--- config.mk ---
export PLATFORM = sky130hd
export DESIGN_NAME = uart_tx_frame
export DESIGN_NICKNAME = d
export VERILOG_FILES = /design/src/rtl/uart_pkg.sv /design/src/rtl/uart_tx_frame.sv
export SDC_FILE = /design/constraint.sdc
export NUM_CORES = 1
export LEC_CHECK = 0
export ABC_AREA = 1
export CAP_MARGIN = 20
export CORE_MARGIN = 1.5
export CORE_UTILIZATION = 40
export DETAILED_ROUTE_END_ITERATION = 12
export PLACE_DENSITY = 0.69
export SLEW_MARGIN = 25
export SYNTH_ARGS = -nofsm -noshare
export SYNTH_HDL_FRONTEND = slang
export SYNTH_SLANG_ARGS = --single-unit
--- constraint.sdc ---
create_clock -name clk -period 1.6 [get_ports clk]
set_clock_uncertainty 0.2 [all_clocks]
set_input_delay 0.32 -clock clk [delete_from_list [all_inputs] [get_ports clk]]
set_output_delay 0.32 -clock clk [all_outputs]
set_load 0.01 [all_outputs]
--- src/rtl/uart_pkg.sv ---
// Shared definitions for the UART transmit path: FSM state encoding, 9600-baud
// divider constants for a 50 MHz clock, and default frame geometry.
package uart_pkg;

    typedef enum logic [2:0] {
        ST_IDLE,
        ST_ARM,
        ST_START,
        ST_DATA,
        ST_PARITY,
        ST_STOP
    } tx_state_t;

    localparam int BPS_PARA      = 5208;
    localparam int BPS_PARA_2    = 2604;
    localparam int CLK_PER_BIT   = BPS_PARA + 1;

    localparam int DEF_DATA_BITS = 8;
    localparam int DEF_STOP_BITS = 1;

endpackage

--- src/rtl/uart_tx_frame.sv ---
// UART frame serialiser driven by an external bit-tick generator (bps_start / clk_bps).
// Optional even parity bit after the payload when UART_TX_PARITY_EN is defined.
module uart_tx_frame
    import uart_pkg::*;
#(
    parameter int DATA_BITS = DEF_DATA_BITS,
    parameter int STOP_BITS = DEF_STOP_BITS
) (
    input  logic                 clk,
    input  logic                 rst,
    input  logic [DATA_BITS-1:0] tx_data,
    input  logic                 tx_valid,
    output logic                 tx_ready,
    output logic                 tx_busy,
    output logic                 bps_start,
    input  logic                 clk_bps,
    output logic                 txd
);

    localparam logic [3:0] LP_DATA_BITS = 4'(DATA_BITS);
    localparam logic [1:0] LP_STOP_LAST = 2'(STOP_BITS - 1);

    tx_state_t              r_state;
    logic [DATA_BITS-1:0]   r_shift;
    logic [3:0]             r_bit_cnt;
    logic [1:0]             r_stop_cnt;
    logic                   r_txd;
    logic                   r_bps_start;
    logic                   r_busy;

    tx_state_t              w_state_nxt;
    logic [DATA_BITS-1:0]   w_shift_nxt;
    logic [3:0]             w_bit_cnt_nxt;
    logic [1:0]             w_stop_cnt_nxt;
    logic                   w_txd_nxt;
    logic                   w_bps_start_nxt;
    logic                   w_busy_nxt;
    logic                   w_accept;

`ifdef UART_TX_PARITY_EN
    logic                   r_parity;
    logic                   w_parity_nxt;
`endif

    assign w_accept  = tx_valid && (r_state == ST_IDLE);
    assign tx_ready  = (r_state == ST_IDLE);
    assign tx_busy   = r_busy;
    assign bps_start = r_bps_start;
    assign txd       = r_txd;

    always_ff @(posedge clk or posedge rst) begin
        if (rst) begin
            r_state     <= ST_IDLE;
            r_shift     <= '0;
            r_bit_cnt   <= '0;
            r_stop_cnt  <= '0;
            r_txd       <= 1'b1;
            r_bps_start <= 1'b0;
            r_busy      <= 1'b0;
        end else begin
            r_state     <= w_state_nxt;
            r_shift     <= w_shift_nxt;
            r_bit_cnt   <= w_bit_cnt_nxt;
            r_stop_cnt  <= w_stop_cnt_nxt;
            r_txd       <= w_txd_nxt;
            r_bps_start <= w_bps_start_nxt;
            r_busy      <= w_busy_nxt;
        end
    end

`ifdef UART_TX_PARITY_EN
    always_ff @(posedge clk or posedge rst) begin
        if (rst) begin
            r_parity <= 1'b0;
        end else begin
            r_parity <= w_parity_nxt;
        end
    end
`endif

    always_comb begin
        w_state_nxt     = r_state;
        w_shift_nxt     = r_shift;
        w_bit_cnt_nxt   = r_bit_cnt;
        w_stop_cnt_nxt  = r_stop_cnt;
        w_txd_nxt       = r_txd;
        w_bps_start_nxt = r_bps_start;
        w_busy_nxt      = r_busy;
`ifdef UART_TX_PARITY_EN
        w_parity_nxt    = r_parity;
`endif

        case (r_state)
            ST_IDLE: begin
                // Ticks seen here are stale or spurious; only an accept moves us on.
                if (w_accept) begin
                    w_shift_nxt     = tx_data;
                    w_bit_cnt_nxt   = '0;
                    w_stop_cnt_nxt  = '0;
                    w_bps_start_nxt = 1'b1;
                    w_busy_nxt      = 1'b1;
                    w_state_nxt     = ST_ARM;
`ifdef UART_TX_PARITY_EN
                    w_parity_nxt    = ^tx_data;
`endif
                end
            end

            ST_ARM: begin
                // The generator's first tick lands mid-period; starting here aligns
                // every following bit edge to a tick.
                if (clk_bps) begin
                    w_txd_nxt   = 1'b0;
                    w_state_nxt = ST_START;
                end
            end

            ST_START: begin
                if (clk_bps) begin
                    w_txd_nxt     = r_shift[0];
                    w_shift_nxt   = r_shift >> 1;
                    w_bit_cnt_nxt = 4'd1;
                    w_state_nxt   = ST_DATA;
                end
            end

            ST_DATA: begin
                if (clk_bps) begin
                    if (r_bit_cnt < LP_DATA_BITS) begin
                        w_txd_nxt     = r_shift[0];
                        w_shift_nxt   = r_shift >> 1;
                        w_bit_cnt_nxt = r_bit_cnt + 4'd1;
                    end else begin
`ifdef UART_TX_PARITY_EN
                        w_txd_nxt   = r_parity;
                        w_state_nxt = ST_PARITY;
`else
                        w_txd_nxt   = 1'b1;
                        w_state_nxt = ST_STOP;
`endif
                    end
                end
            end

`ifdef UART_TX_PARITY_EN
            ST_PARITY: begin
                if (clk_bps) begin
                    w_txd_nxt   = 1'b1;
                    w_state_nxt = ST_STOP;
                end
            end
`endif

            ST_STOP: begin
                if (clk_bps) begin
                    if (r_stop_cnt == LP_STOP_LAST) begin
                        w_stop_cnt_nxt  = '0;
                        w_bps_start_nxt = 1'b0;
                        w_busy_nxt      = 1'b0;
                        w_state_nxt     = ST_IDLE;
                    end else begin
                        w_stop_cnt_nxt  = r_stop_cnt + 2'd1;
                    end
                end
            end

            default: begin
                w_txd_nxt       = 1'b1;
                w_bps_start_nxt = 1'b0;
                w_busy_nxt      = 1'b0;
                w_state_nxt     = ST_IDLE;
            end
        endcase
    end

endmodule

==> impl_results.md, run 1 <==
* Routed vias/inst at 5.167
* Met1 wire length at approximately 1.2 mm
* Synth Cell Area at ~1200 sq um
* Port Buffers at 15
* Top Metal Used: met4
* Maximum fanout along the worst path at 8
* # DRC at 0
* Synth-to-layout area growth at 50.27%
* Largest net degree at the start of global routing at 19
* Vias in the first global route at 1067
* Internal at 1.927 mW
* Status: finished, violations left
* RSZ-0062 raised after global routing: true
* CTS Buf Count at 3
* First-pass GRT wire length at around 4.6 mm
* Critical Path RT at 1630 ps
* CTS root buf: clkbuf_4
* Synth Register Bits at 19
* Final setup fails at 8
* Crit Path Class: register to register
* Multi-input logic area at 699.4 sq um
* Commonest non-fill, non-tap cell in the layout: nand2_1
* Post-Place Cells at a little under 200
* Flop pwr share at 24.2%
* # fillers at 233
* Routability cong. at 0.8067
* Syn Nets at 153
* Gr ovfl total at 0
* Core area at ~2800 sq um
* H-Tree Depth at 1
* Cts hold-fix bufs at 0
* Final Core Density at 63.34%
* Clk_lat worst skew at 300 ps
* Max VDD drop at approximately 1.4 mV
* Via count at 1111
* Initial antenna violation count at 0
* CTS tree: built
* Metal3 WL at 95 um
* Ratio of cells with drive above 1 in the final layout at 47.83%
* Layout Nets at 200
* FFs w/ async S/R, synth at 100.0%
* Initial Util at 42.15%
* Comb pwr share at 68.2%
* Final Max Slew Viols at 0
* Metal2 WL at roughly 1.7 mm
* Clock transition at the registers of the reported paths at between 100 and 150 ps
* CP Capture Type: register
* FF/Latch Area at 476.7 sq um
* Post-synth EDFFs at 0
* Max Cap Viol at 0
* Die width at 56.91 um
* Power per Cell Area at 1924 nW/um^2
* Area after DPL at 1428 sq um
* Post-route cell area at 1747 sq um
* Initial DRC count at 42
* Final WS setup at -38.95 ps
* P_sw at 1.434 mW
* Final setup TNS at -121.9 ps
* TritonRoute pass-1 iters at 4
* Startpoint Class: register
* Max clock buf depth at 2
* Avg Inst Size Synth at 8.423 sq um
* Hold/Removal Path Class: input pin to async pin
* Clock network fraction of design power at 7.6%
* Diode count at 0
* Main synth FF type: dfrtp_1
* Post-Layout Cell Count at 215
* Yosys warns at 0
* Io pins at 16
* Commonest cells after routing, fill and taps aside: nand2_1 (22), buf_4 (21), dfrtp_1 (18)
* Gr usage total at 17.79%
* Final worst path period need at between 1500 and 2000 ps
* Headroom to the max-slew limit at 77.93%
* TritonCTS Sinks at 19
* Die area at between 3000 and 4000 sq um
* Fin. Hold Viols at 0
* Routed WL per cell at approximately 14 um
* DRT Wirelength at approximately 3 mm
* Switching share of power at a little over two fifths
* Slew @ Worst Pin at 330.7 ps
* HPWL Detailed at 1.947 mm
* Post-Syn Instances at 138
* Register area share after synthesis at around two fifths
* Critical path arrival at 1670 ps
* Antenna Violating Nets Remaining at 0
* Leak at 0.8423 nW
* Netlist cell types at 21
* Die span in y at approximately 57 um
* # rows at 19
* Fmax at 610.1 MHz
* Failing checks: negative setup slack
* Period utilisation layout at 102.4%
## layout make-up
type                            instances  share of cell area [%]
Clock inverter                          1                  0.2865
Sequential cell                        19                   27.29
Multi-Input combinational cell        100                   40.04
Tap cell                               31                   2.221
Timing Repair Buffer                   46                   25.43
Clock buffer                            3                   1.289
Inverter                               15                   3.438
## routing by layer
metal	global-route usage, %	vias up
met5	0	-
met1	20.14	540
met4	7.641	0
met2	32.68	21
li1	-	542
met3	2.765	8
## cell usage after synthesis (3+ instances only)
library cell / count / area (sq um)
o21ai_1: 3 / 15.01
dfrtp_1: 18 / 450.4
or2_2: 8 / 50.05
o21ai_2: 11 / 96.34
o21ai_0: 12 / 60.06
nand4_1: 5 / 31.28
buf_6: 3 / 33.78
ha_1: 3 / 37.54
nand2_1: 34 / 127.6
inv_1: 14 / 52.55
nand3_1: 8 / 40.04
nor2_1: 5 / 18.77
nor2_4: 3 / 33.78
## cell families after synthesis
family	count (synthesis)	share of synthesized area, %
adder cells (fa/ha/maj)	3	3.230
AND/OR/NAND/NOR	69	31.32
AO/OA/AOI/OAI	28	16.04
flip-flops	19	41.01
buffers and inverters	19	8.396
## path summary, 6_finish.rpt
kind | startpoint | to | slack, ps | cells after the start
max in group asynchronous | rst | r_shift[6] | 720 | 3
max | r_state[2] | r_shift[3] | -40 | 8
min | rst | r_shift[0] | 50 | 2
max reg2reg | r_state[2] | r_shift[3] | -40 | 8
min reg2reg | txd | txd | 290 | 2
min in group clk | txd | txd | 290 | 2
## power by group through the flow
stage                     clock [mW]  combinational [mW]  sequential (mW)
after floorplan                    0                1.06            0.775
after global placement             0                1.50            0.776
after detailed placement           0                1.55            0.787
after CTS                      0.250                1.71            0.784
after global routing           0.274                2.48            0.834
final                          0.255                2.29            0.815
## sequential cells by signal, indices dropped and copies added, names as in the netlist
| signal | flops |
|---|---|
| r_state | 3 |
| tx_busy | 1 |
| r_shift | 8 |
| txd | 1 |
| r_bit_cnt | 4 |
| r_stop_cnt | 2 |
## through the flow
step | hold WS [ps] | power [mW] | setup WS (ps)
finish | 53.88 | 3.361 | -38.95
global route | 71.73 | 3.584 | -83.19
CTS | 58.48 | 2.744 | -96.15
detailed placement | 270.4 | 2.338 | -99.06
global placement | 257.1 | 2.272 | -72.93
floorplan | 70.39 | 1.833 | 166.8
## critical path, cell delays in order (launching register included)
cell       delay, ps
dfrtp_1          420
buf_6            150
nor2_4           170
buf_6            160
nand2_4           50
nand3_4          120
clkbuf_16        170
nand2_1           40
o21ai_1           80
## repair_timing
action,CTS,global route
pin swaps,1,6
resized for setup,21,33
endpoints found under the setup margin,9,21
setup buffers,6,8
gates cloned,0,3
Power figures use the tool's default switching activity.
==> run 2: changes to the inputs <==
--- a/config.mk
+++ b/config.mk
@@ -11,6 +11,7 @@
 export CORE_UTILIZATION = 40
 export DETAILED_ROUTE_END_ITERATION = 12
 export PLACE_DENSITY = 0.69
+export SKIP_CTS_REPAIR_TIMING = 1
 export SLEW_MARGIN = 25
 export SYNTH_ARGS = -nofsm -noshare
 export SYNTH_HDL_FRONTEND = slang
==> constraint.sdc (replaced) <==
create_clock -name clk -period 1.75 [get_ports clk]
set_clock_uncertainty 0.2 [all_clocks]
set_input_delay 0.35 -clock clk [delete_from_list [all_inputs] [get_ports clk]]
set_output_delay 0.35 -clock clk [all_outputs]
set_load 0.01 [all_outputs]
==> impl_results.md, run 2 (synthesis gave the netlist of run 1 again) <==
* Critical Path RT at 1200 ps
* HPWL Detailed at 1.837 mm
* Antenna Violating Nets Remaining at 0
* Fmax at 602.1 MHz
* Die span in y at 56.91 um
* Routability cong. at 0.8292
* Final setup TNS at 0 ps
* Via count at roughly 1000
* RSZ-0062 raised after global routing: false
* Metal2 WL at 1.237 mm
* Commonest cells after routing, fill and taps aside: nand2_1 (34), dfrtp_1 (18), inv_1 (14)
* Met1 wire length at 1.021 mm
* Initial antenna violation count at 0
* H-Tree Depth at 1
* CTS Buf Count at 3
* # DRC at 0
* CP Capture Type: output port
* Startpoint Class: register
* Final setup fails at 0
* Largest net degree at the start of global routing at 25
* CP top delay family: flip-flops
* Most flops, register: r_shift
* Crit-path cells: nor2_2, nand2_1, inv_1, dlymetal6s2s_1
* Headroom to the max-slew limit at around four fifths
* Diode count at 0
* Clock transition at the registers of the reported paths at 110 ps
* Crit Path Class: register to output port
* Initial Util at 42.15%
* First-pass GRT wire length at 4.181 mm
* Vias in the first global route at 988
* CTS tree: built
* Max clock buf depth at 2
* Io pins at 16
* Max FFs per register at 8
* Port Buffers at 15
* Post-route cell area at between 1000 and 1500 sq um
* Clk_lat worst skew at ~300 ps
* Ratio of cells with drive above 1 in the final layout at 26.99%
* Max Cap Viol at 0
* Die width at ~57 um
* WP buf/inv at 2
* Max VDD drop at 1.122 mV
* Metal3 WL at 116 um
* Gr usage total at 16.45%
* # fillers at approximately 260
* Final worst path period need at 1661 ps
* Initial DRC count at 64
* Routed vias/inst at between 5 and 6
* Period utilisation layout at a little over nine tenths
* Layout Nets at 179
* PnR Total Power at 2.263 mW
* CP peak stage delay at approximately 420 ps
* Critical path arrival at 1110 ps
* Slowest-stage cell, CP: dfrtp_1
* TritonCTS Sinks at 19
* Status: completed
* Commonest non-fill, non-tap cell in the layout: nand2_1
* Core area at 2758 sq um
* Die area at between 3000 and 4000 sq um
* Power per Cell Area at around 1600 nW/um^2
* DRT Wirelength at 2.393 mm
* Routed WL per cell at around 12 um
* # rows at 19
* Biggest regs: r_shift (8), r_bit_cnt (4), r_state (3)
* Maximum fanout along the worst path at 2
* Leak at 0.7402 nW
* Top Metal Used: met4
* Slew @ Worst Pin at ~310 ps
* TritonRoute pass-1 iters at 4
* Synth-to-layout area growth at 23.57%
* Fin. Hold Viols at 0
* Area after DPL at between 1000 and 1500 sq um
* Final Max Slew Viols at 0
* Gr ovfl total at 0
* Hold/Removal Path Class: input pin to async pin
* CTS root buf: clkbuf_4
## run 2: path summary, 6_finish.rpt
kind	from	endpoint	slack (ps)	depth (start not counted)
worst max-delay path	r_state[2]	tx_ready	90	4
worst min-delay path	rst	r_shift[0]	80	2
worst max register to register	r_state[2]	r_shift[6]	100	5
worst min register to register	r_shift[4]	r_shift[4]	290	2
max in group asynchronous	rst	r_shift[6]	870	3
min in group clk	r_shift[4]	r_shift[4]	290	2
## run 2: per-layer routing
metal / vias up / track usage (%)
met1: 460 / 20.29
met4: 0 / 7.309
met2: 37 / 28.41
met3: 2 / 2.304
met5: - / 0
li1: 499 / -
## run 2: through the flow
stage	util, %	worst slack, ps	instances	hold WS, ps
after global routing	52.09	4.772	194	121.2
after CTS	51.63	-312.5	194	77.50
after global placement	50.68	21.84	190	262.6
after floorplan	-	316.8	138	100.4
final	52.09	89.15	194	79.24
after detailed placement	50.68	22.37	190	269.1
## run 2: worst register-to-register path: stages (launching register included)
cell     delay (ps)
dfrtp_1         420
buf_4           180
nor2_4          220
inv_1           200
o21ai_0         250
o21ai_2          80
## run 2: power by group
part | leakage, nW | total, mW | switching (mW) | internal [mW]
combinational | 0.483 | 1.33 | 0.757 | 0.572
clock | 0.0150 | 0.227 | 0.138 | 0.0887
sequential | 0.242 | 0.706 | 0.0951 | 0.611
total | 0.740 | 2.26 | 0.991 | 1.27
## run 2: area by class of cell
| cell class | count | area [sq um] | area share, % |
|---|---|---|---|
| inverter | 15 | 56.30 | 3.920 |
| clock buffer | 4 | 26.28 | 1.829 |
| timing repair buffer | 25 | 247.7 | 17.25 |
| sequential | 19 | 476.7 | 33.19 |
| multi-input combinational | 100 | 590.6 | 41.11 |
| tap | 31 | 38.79 | 2.700 |
